`config.mk`:
```
export PLATFORM = sky130hd
export DESIGN_NAME = adc_sample_conditioner_flat
export DESIGN_NICKNAME = d
export VERILOG_FILES = /design/src/rtl/sample_pkg.sv /design/src/rtl/adc_sample_conditioner_if.sv /design/src/rtl/boxcar_decimator.sv /design/src/rtl/adc_sample_conditioner.sv /design/src/flat_wrapper.sv
export SDC_FILE = /design/constraint.sdc
export NUM_CORES = 1
export LEC_CHECK = 0
export ABC_AREA = 1
export BUFFER_PORTS_ARGS = -buffer_cell sky130_fd_sc_hd__buf_2
export CAP_MARGIN = 20
export CORE_MARGIN = 4
export CORE_UTILIZATION = 55
export DETAILED_ROUTE_END_ITERATION = 8
export GPL_ROUTABILITY_DRIVEN = 0
export MAX_ROUTING_LAYER = met4
export PLACE_DENSITY = 0.75
export SYNTH_ARGS = -nofsm -noshare
export SYNTH_HDL_FRONTEND = slang
export SYNTH_SLANG_ARGS = --single-unit
```
`constraint.sdc`:
```
create_clock -name clk -period 2.31 [get_ports clk]
set_clock_uncertainty 0.05 [all_clocks]
set_input_delay 0.462 -clock clk [delete_from_list [all_inputs] [get_ports clk]]
set_output_delay 0.462 -clock clk [all_outputs]
set_load 0.02 [all_outputs]
```
`src/rtl/sample_pkg.sv`:
```
// Shared sample-path definitions used by the ADC conditioner and the min/max envelope filter.
package sample_pkg;

    localparam int unsigned SAMPLE_DATA_WIDTH = 8;

    typedef struct packed {
        logic signed [31:0] value;
        logic               clip;
    } sat_t;

    // Clamp a signed value into a signed field of 'width' bits; clip flags any change.
    function automatic sat_t sat_signed(input logic signed [31:0] value, input int unsigned width);
        sat_t               r;
        logic signed [31:0] hi;
        logic signed [31:0] lo;
        hi      = (32'sd1 <<< (width - 1)) - 32'sd1;
        lo      = -(32'sd1 <<< (width - 1));
        r.value = value;
        r.clip  = 1'b0;
        if (value > hi) begin
            r.value = hi;
            r.clip  = 1'b1;
        end else if (value < lo) begin
            r.value = lo;
            r.clip  = 1'b1;
        end
        return r;
    endfunction

endpackage

```
`src/rtl/adc_sample_conditioner_if.sv`:
```
// Raw ADC input stream plus conditioned sample output stream of the conditioner.
interface adc_sample_conditioner_if #(
    parameter int unsigned ADC_WIDTH = 12,
    parameter int unsigned OUT_WIDTH = 8
);
    logic                        adc_valid;
    logic [ADC_WIDTH-1:0]        adc_data;
    logic                        dc_hold;
    logic                        axiov;
    logic signed [OUT_WIDTH-1:0] axiod;
    logic                        clipped;

    modport master (
        output adc_valid, adc_data, dc_hold,
        input  axiov, axiod, clipped
    );

    modport slave (
        input  adc_valid, adc_data, dc_hold,
        output axiov, axiod, clipped
    );
endinterface

```
`src/rtl/boxcar_decimator.sv`:
```
// Boxcar decimator: averages DECIMATION valid input codes into one registered output code.
module boxcar_decimator #(
    parameter int unsigned ADC_WIDTH  = 12,
    parameter int unsigned DECIMATION = 4
) (
    input  logic                 clk,
    input  logic                 rst_n,
    input  logic                 in_valid,
    input  logic [ADC_WIDTH-1:0] in_data,
    output logic [ADC_WIDTH-1:0] avg,
    output logic                 avg_v
);
    localparam int unsigned LOG2D = $clog2(DECIMATION);
    localparam int unsigned CNT_W = (LOG2D > 0) ? LOG2D : 1;
    localparam int unsigned ACC_W = ADC_WIDTH + LOG2D;
    localparam logic [CNT_W-1:0] LAST = CNT_W'(DECIMATION - 1);

    logic [CNT_W-1:0]     cnt_q, cnt_d;
    logic [ACC_W-1:0]     acc_q, acc_d;
    logic [ACC_W-1:0]     sum;
    logic [ADC_WIDTH-1:0] avg_q, avg_d;
    logic                 avg_v_q, avg_v_d;

    always_comb begin
        sum     = acc_q + ACC_W'(in_data);
        cnt_d   = cnt_q;
        acc_d   = acc_q;
        avg_d   = avg_q;
        avg_v_d = 1'b0;
        if (in_valid) begin
            if (cnt_q == LAST) begin
                avg_d   = ADC_WIDTH'(sum >> LOG2D);
                avg_v_d = 1'b1;
                acc_d   = '0;
                cnt_d   = '0;
            end else begin
                acc_d = sum;
                cnt_d = cnt_q + CNT_W'(1);
            end
        end
    end

    always_ff @(posedge clk or negedge rst_n) begin
        if (!rst_n) begin
            cnt_q   <= '0;
            acc_q   <= '0;
            avg_q   <= '0;
            avg_v_q <= 1'b0;
        end else begin
            cnt_q   <= cnt_d;
            acc_q   <= acc_d;
            avg_q   <= avg_d;
            avg_v_q <= avg_v_d;
        end
    end

    assign avg   = avg_q;
    assign avg_v = avg_v_q;

endmodule

```
`src/rtl/adc_sample_conditioner.sv`:
```
// ADC sample conditioner: decimate, remove DC with an EMA, scale and saturate to signed samples.
module adc_sample_conditioner
    import sample_pkg::*;
#(
    parameter int unsigned ADC_WIDTH  = 12,
    parameter int unsigned DECIMATION = 4,
    parameter int unsigned DC_SHIFT   = 8,
    parameter int unsigned GAIN_SHIFT = 4,
    parameter int unsigned OUT_WIDTH  = SAMPLE_DATA_WIDTH
) (
    input logic                     clk,
    input logic                     rst_n,
    adc_sample_conditioner_if.slave bus
);
    localparam int unsigned DC_W = ADC_WIDTH + DC_SHIFT;
    localparam logic [DC_W-1:0] DC_MID = DC_W'(1) << (DC_W - 1);

    logic [ADC_WIDTH-1:0]        avg;
    logic                        avg_v;
    logic [DC_W-1:0]             dc_q, dc_d;
    logic [ADC_WIDTH-1:0]        dc_int;
    logic signed [ADC_WIDTH:0]   diff;
    logic signed [ADC_WIDTH:0]   scaled;
    sat_t                        sat;
    logic                        axiov_q, axiov_d;
    logic signed [OUT_WIDTH-1:0] axiod_q, axiod_d;
    logic                        clip_q, clip_d;
    logic                        unused_sat_hi;

    boxcar_decimator #(
        .ADC_WIDTH  (ADC_WIDTH),
        .DECIMATION (DECIMATION)
    ) u_boxcar (
        .clk      (clk),
        .rst_n    (rst_n),
        .in_valid (bus.adc_valid),
        .in_data  (bus.adc_data),
        .avg      (avg),
        .avg_v    (avg_v)
    );

    // DC removal uses the estimate from before this cycle's EMA step.
    always_comb begin
        dc_int  = dc_q[DC_W-1:DC_SHIFT];
        diff    = $signed({1'b0, avg}) - $signed({1'b0, dc_int});
        scaled  = diff >>> GAIN_SHIFT;
        sat     = sat_signed(32'(scaled), OUT_WIDTH);
        dc_d    = dc_q;
        axiov_d = 1'b0;
        axiod_d = axiod_q;
        clip_d  = 1'b0;
        if (avg_v) begin
            if (!bus.dc_hold) begin
                dc_d = dc_q + DC_W'(avg) - DC_W'(dc_int);
            end
            axiov_d = 1'b1;
            axiod_d = sat.value[OUT_WIDTH-1:0];
            clip_d  = sat.clip;
        end
    end

    assign unused_sat_hi = ^sat.value[31:OUT_WIDTH];

    always_ff @(posedge clk or negedge rst_n) begin
        if (!rst_n) begin
            dc_q    <= DC_MID;
            axiov_q <= 1'b0;
            axiod_q <= '0;
            clip_q  <= 1'b0;
        end else begin
            dc_q    <= dc_d;
            axiov_q <= axiov_d;
            axiod_q <= axiod_d;
            clip_q  <= clip_d;
        end
    end

    assign bus.axiov   = axiov_q;
    assign bus.axiod   = axiod_q;
    assign bus.clipped = clip_q;

endmodule
```
`src/flat_wrapper.sv`:
```
// flat-port wrapper written by rule: the top's interface ports become plain ports
module adc_sample_conditioner_flat import sample_pkg::*;
#(
    parameter int unsigned ADC_WIDTH  = 12,
    parameter int unsigned DECIMATION = 4,
    parameter int unsigned DC_SHIFT   = 8,
    parameter int unsigned GAIN_SHIFT = 4,
    parameter int unsigned OUT_WIDTH  = SAMPLE_DATA_WIDTH
)
  (clk, rst_n, bus_adc_valid, bus_adc_data, bus_dc_hold, bus_axiov, bus_axiod, bus_clipped);
  adc_sample_conditioner_if #(.ADC_WIDTH(ADC_WIDTH), .OUT_WIDTH(OUT_WIDTH)) bus_i ();
  input logic clk;
  input logic rst_n;
  input wire logic [$bits(bus_i.adc_valid)-1:0] bus_adc_valid;
  input wire logic [$bits(bus_i.adc_data)-1:0] bus_adc_data;
  input wire logic [$bits(bus_i.dc_hold)-1:0] bus_dc_hold;
  output wire logic [$bits(bus_i.axiov)-1:0] bus_axiov;
  output wire logic [$bits(bus_i.axiod)-1:0] bus_axiod;
  output wire logic [$bits(bus_i.clipped)-1:0] bus_clipped;
  assign bus_i.adc_valid = bus_adc_valid;
  assign bus_i.adc_data = bus_adc_data;
  assign bus_i.dc_hold = bus_dc_hold;
  assign bus_axiov = bus_i.axiov;
  assign bus_axiod = bus_i.axiod;
  assign bus_clipped = bus_i.clipped;
  adc_sample_conditioner #(.ADC_WIDTH(ADC_WIDTH), .DECIMATION(DECIMATION), .DC_SHIFT(DC_SHIFT), .GAIN_SHIFT(GAIN_SHIFT), .OUT_WIDTH(OUT_WIDTH)) u_core (.clk(clk), .rst_n(rst_n), .bus(bus_i));
endmodule
```
==> summary.txt <==
Outcome
  – Status: finished with violations
  – Failing checks: setup timing

Final layout
  – Layout cell share with drive strength beyond 1: 0.290
  – Layout area overhead: 28.7%
  – Inserted Diodes: 0
  – Layout Utilization: 0.742
  – Nets: 904
  – Fill count: 605

Synth
  – Cell taking the most area after synthesis: dfrtp_1
  – Most common cell in the netlist: nand2_1
  – Count of cell types in the netlist: 37
  – Top area cells in the synthesized netlist: dfrtp_1 (28%), nand2_1 (16%), ha_1 (11%)
  – Share of the yosys chip area belonging to registers: 0.288
  – Most common flop cell mapped by yosys: dfrtp_1
  – Post-Synthesis Cells: ~740
  – Yosys top cell area share: 0.283
  – Post-Syn Area per Cell: 6.95 um^2
  – Post-synthesis async set-or-reset flop share: 1.00
  – Number of synthesized flops with an enable pin: 0
  – Synth top cells by count: nand2_1 (224), inv_1 (127), dfrtp_1 (58), nand3_1 (49), ha_1 (44)
  – #FFs+latches synth: 59
  – Synth Net Count: 810
  – Total number of yosys warnings: 0
  – Syn Std Cell Area: 5120 um^2

STA
  – Final WS setup: -0.321 ns
  – Worst-Margin Slew: 0.607 ns
  – Slew HR: 0.595
  – Pins Over Slew Limit: 0
  – Fin. Hold Viols: 0
  – Crit path time final: ~2.6 ns
  – Setup violations, final: 15
  – RSZ-0062 raised after global routing: true
  – Fmax: 0.380 GHz
  – Final period util: 1.14

Place
  – Port bufs: 25
  – Hpwl dp: 10500 um

Die
  – Die width: between 100 and 150 um
  – Io pins: 26
  – Die H: approximately 100 um
  – Core area: roughly 8900 um^2
  – Placement Rows: 34
  – Initial Utilization: 0.576
  – Die area: between 10000 and 15000 um^2

Clocking
  – Clk buf depth: 2
  – Clk_lat worst skew: about 0.36 ns
  – CTS tree: built
  – CTS Root Cell: clkbuf_8
  – H-tree lvl count: 3
  – TritonCTS Buffers: 9
  – Clk pin slew, worst setup/hold paths: 0.08 ns
  – Clock tree sinks: around 60
  – CTS Hold Bufs: 0

Detailed routing
  – Post-Route WL: 16700 um
  – DRT Pass-1 Iters: 7
  – Number of DRC markers in iteration 0: 459
  – Vias per inst: 5.86
  – ANT nets after route: 0
  – Wirelength per Cell: roughly 18 um
  – Via Count: 5528
  – DRC: 0

Setup path
  – Worst Path Max Fanout: 5
  – R2r startpoint: u_core.dc_q[19]$_DFFE_PN1P_
  – Startpoint Class: register
  – Crit path launch: u_core.dc_q[19]$_DFFE_PN1P_
  – Critical path type: reg -> reg
  – Worst EP required: around 2.6 ns
  – Data arrival, critical path: 2.89 ns
  – Crit end category: register

Global routing
  – Number of global-route vias before repair: 5206
  – First-pass GRT wire length: 23800 um
  – Congestion Overflow GR: 0
  – Initial antenna violation count: 0
  – Total GRT Usage: 0.277
  – Largest net degree at the start of global routing: 37

Worst hold path
  – Hold Crit Class: in -> async

Run
  – Max Cap Viol: 0
==> logic make-up (layout without fill, tap and decap cells) <==
logic type | after synthesis | after routing | synth area share
simple gates | 360 | 360 | 0.307
flops | 59 | 59 | 0.288
compound gates | 103 | 103 | 0.114
xor+xnor | 16 | 16 | 0.0273
fa+ha+maj | 57 | 57 | 0.158
buf+inv | 142 | 240 | 0.105
==> metrics by stage <==
| stage | hold slack [ns] | area, um^2 | std cells | setup TNS [ns] | worst slack, ns |
|---|---|---|---|---|---|
| 2_1_floorplan | 0.116 | 5120 | 737 | 0 | 0.0538 |
| 3_3_place_gp | 0.410 | 5770 | 917 | -1.32 | -0.182 |
| 3_5_place_dp | 0.411 | 5770 | 917 | -1.89 | -0.219 |
| 4_1_cts | 0.0777 | 6290 | 938 | -0.106 | -0.0593 |
| 5_1_grt | 0.105 | 6600 | 943 | -3.30 | -0.327 |
| 6_report | 0.0513 | 6600 | 943 | -2.12 | -0.321 |
==> placed cells by master (no fill, tap or decap), types with 3 or more instances in the layout <==
master,count
nor2_2,8
o21ai_0,32
nand2_2,19
o21ai_1,11
buf_2,25
a21oi_1,23
clkbuf_8,10
nand3b_1,8
nand2_4,9
nand3_1,43
dfrtp_1,57
xnor2_2,3
xor2_1,6
o21bai_1,4
inv_1,97
nand2_1,206
nand3_2,7
a21o_1,4
fa_1,11
nand4_1,12
a21oi_2,9
ha_4,11
o21ai_2,3
a21oi_4,9
inv_4,3
buf_4,63
ha_1,29
nor3_2,3
xnor2_1,7
ha_2,4
nor2_1,32
or2_1,3
inv_2,34
==> layout make-up <==
type / count / area (um^2) / share of cell area
multi-input cells: 536 / 3610 / 0.548
flip-flops and latches: 59 / 1480 / 0.224
repair buffers: 91 / 641 / 0.0971
inverters: 134 / 510 / 0.0774
clock buffers: 10 / 138 / 0.0209
well taps: 108 / 135 / 0.0205
clock inverters: 5 / 77.6 / 0.0118
==> sequential cells by signal, indices dropped and copies added, names as in the netlist <==
signal and cells:
u_core.u_boxcar.cnt_q 2, u_core.u_boxcar.acc_q 14, u_core.bus.axiov 1, u_core.bus.clipped 1, u_core.u_boxcar.avg 12, u_core.u_boxcar.avg_v 1, u_core.dc_q 20, u_core.bus.axiod 8
==> worst paths after layout <==
| path | to | slack, ns | depth (start not counted) |
|---|---|---|---|
| max | u_core.dc_q[19]$_DFFE_PN1P_ | -0.32 | 11 |
| min | u_core.dc_q[12]$_DFFE_PN0P_ | 0.05 | 1 |
| max reg2reg | u_core.dc_q[19]$_DFFE_PN1P_ | -0.32 | 11 |
| min reg2reg | u_core.bus.axiod[0]$_DFFE_PN0P_ | 0.42 | 2 |
| max in group asynchronous | u_core.dc_q[19]$_DFFE_PN1P_ | 1.50 | 2 |
| min in group clk | u_core.u_boxcar.acc_q[12]$_DFFE_PN0P_ | 0.35 | 2 |
==> routing by layer <==
metal	vias to the layer above	global-route usage	share of wire
li1	2521	-	-
met1	2526	0.347	0.39
met2	371	0.432	0.45
met3	110	0.0534	0.089
met4	0	0.132	0.068
met5	-	-	0
==> critical path: stages (launching register included) <==
cell and delay [ns]:
dfstp_2 0.58, fa_1 0.21, inv_1 0.07, ha_2 0.46
a21oi_4 0.09, o21ai_0 0.44, a21oi_1 0.21, nand3_1 0.17
nand2_1 0.07, nand2_1 0.06, nand2_1 0.08, nand2_1 0.08
==> repair_timing <==
item	CTS	global route
pin swaps	24	34
resized for setup	58	87
setup buffers	6	5
endpoints found under the setup margin	15	24
cloned	0	0
Power is not shown: default switching activity piles up to over one toggle a cycle in this logic, so the estimate is an artifact.
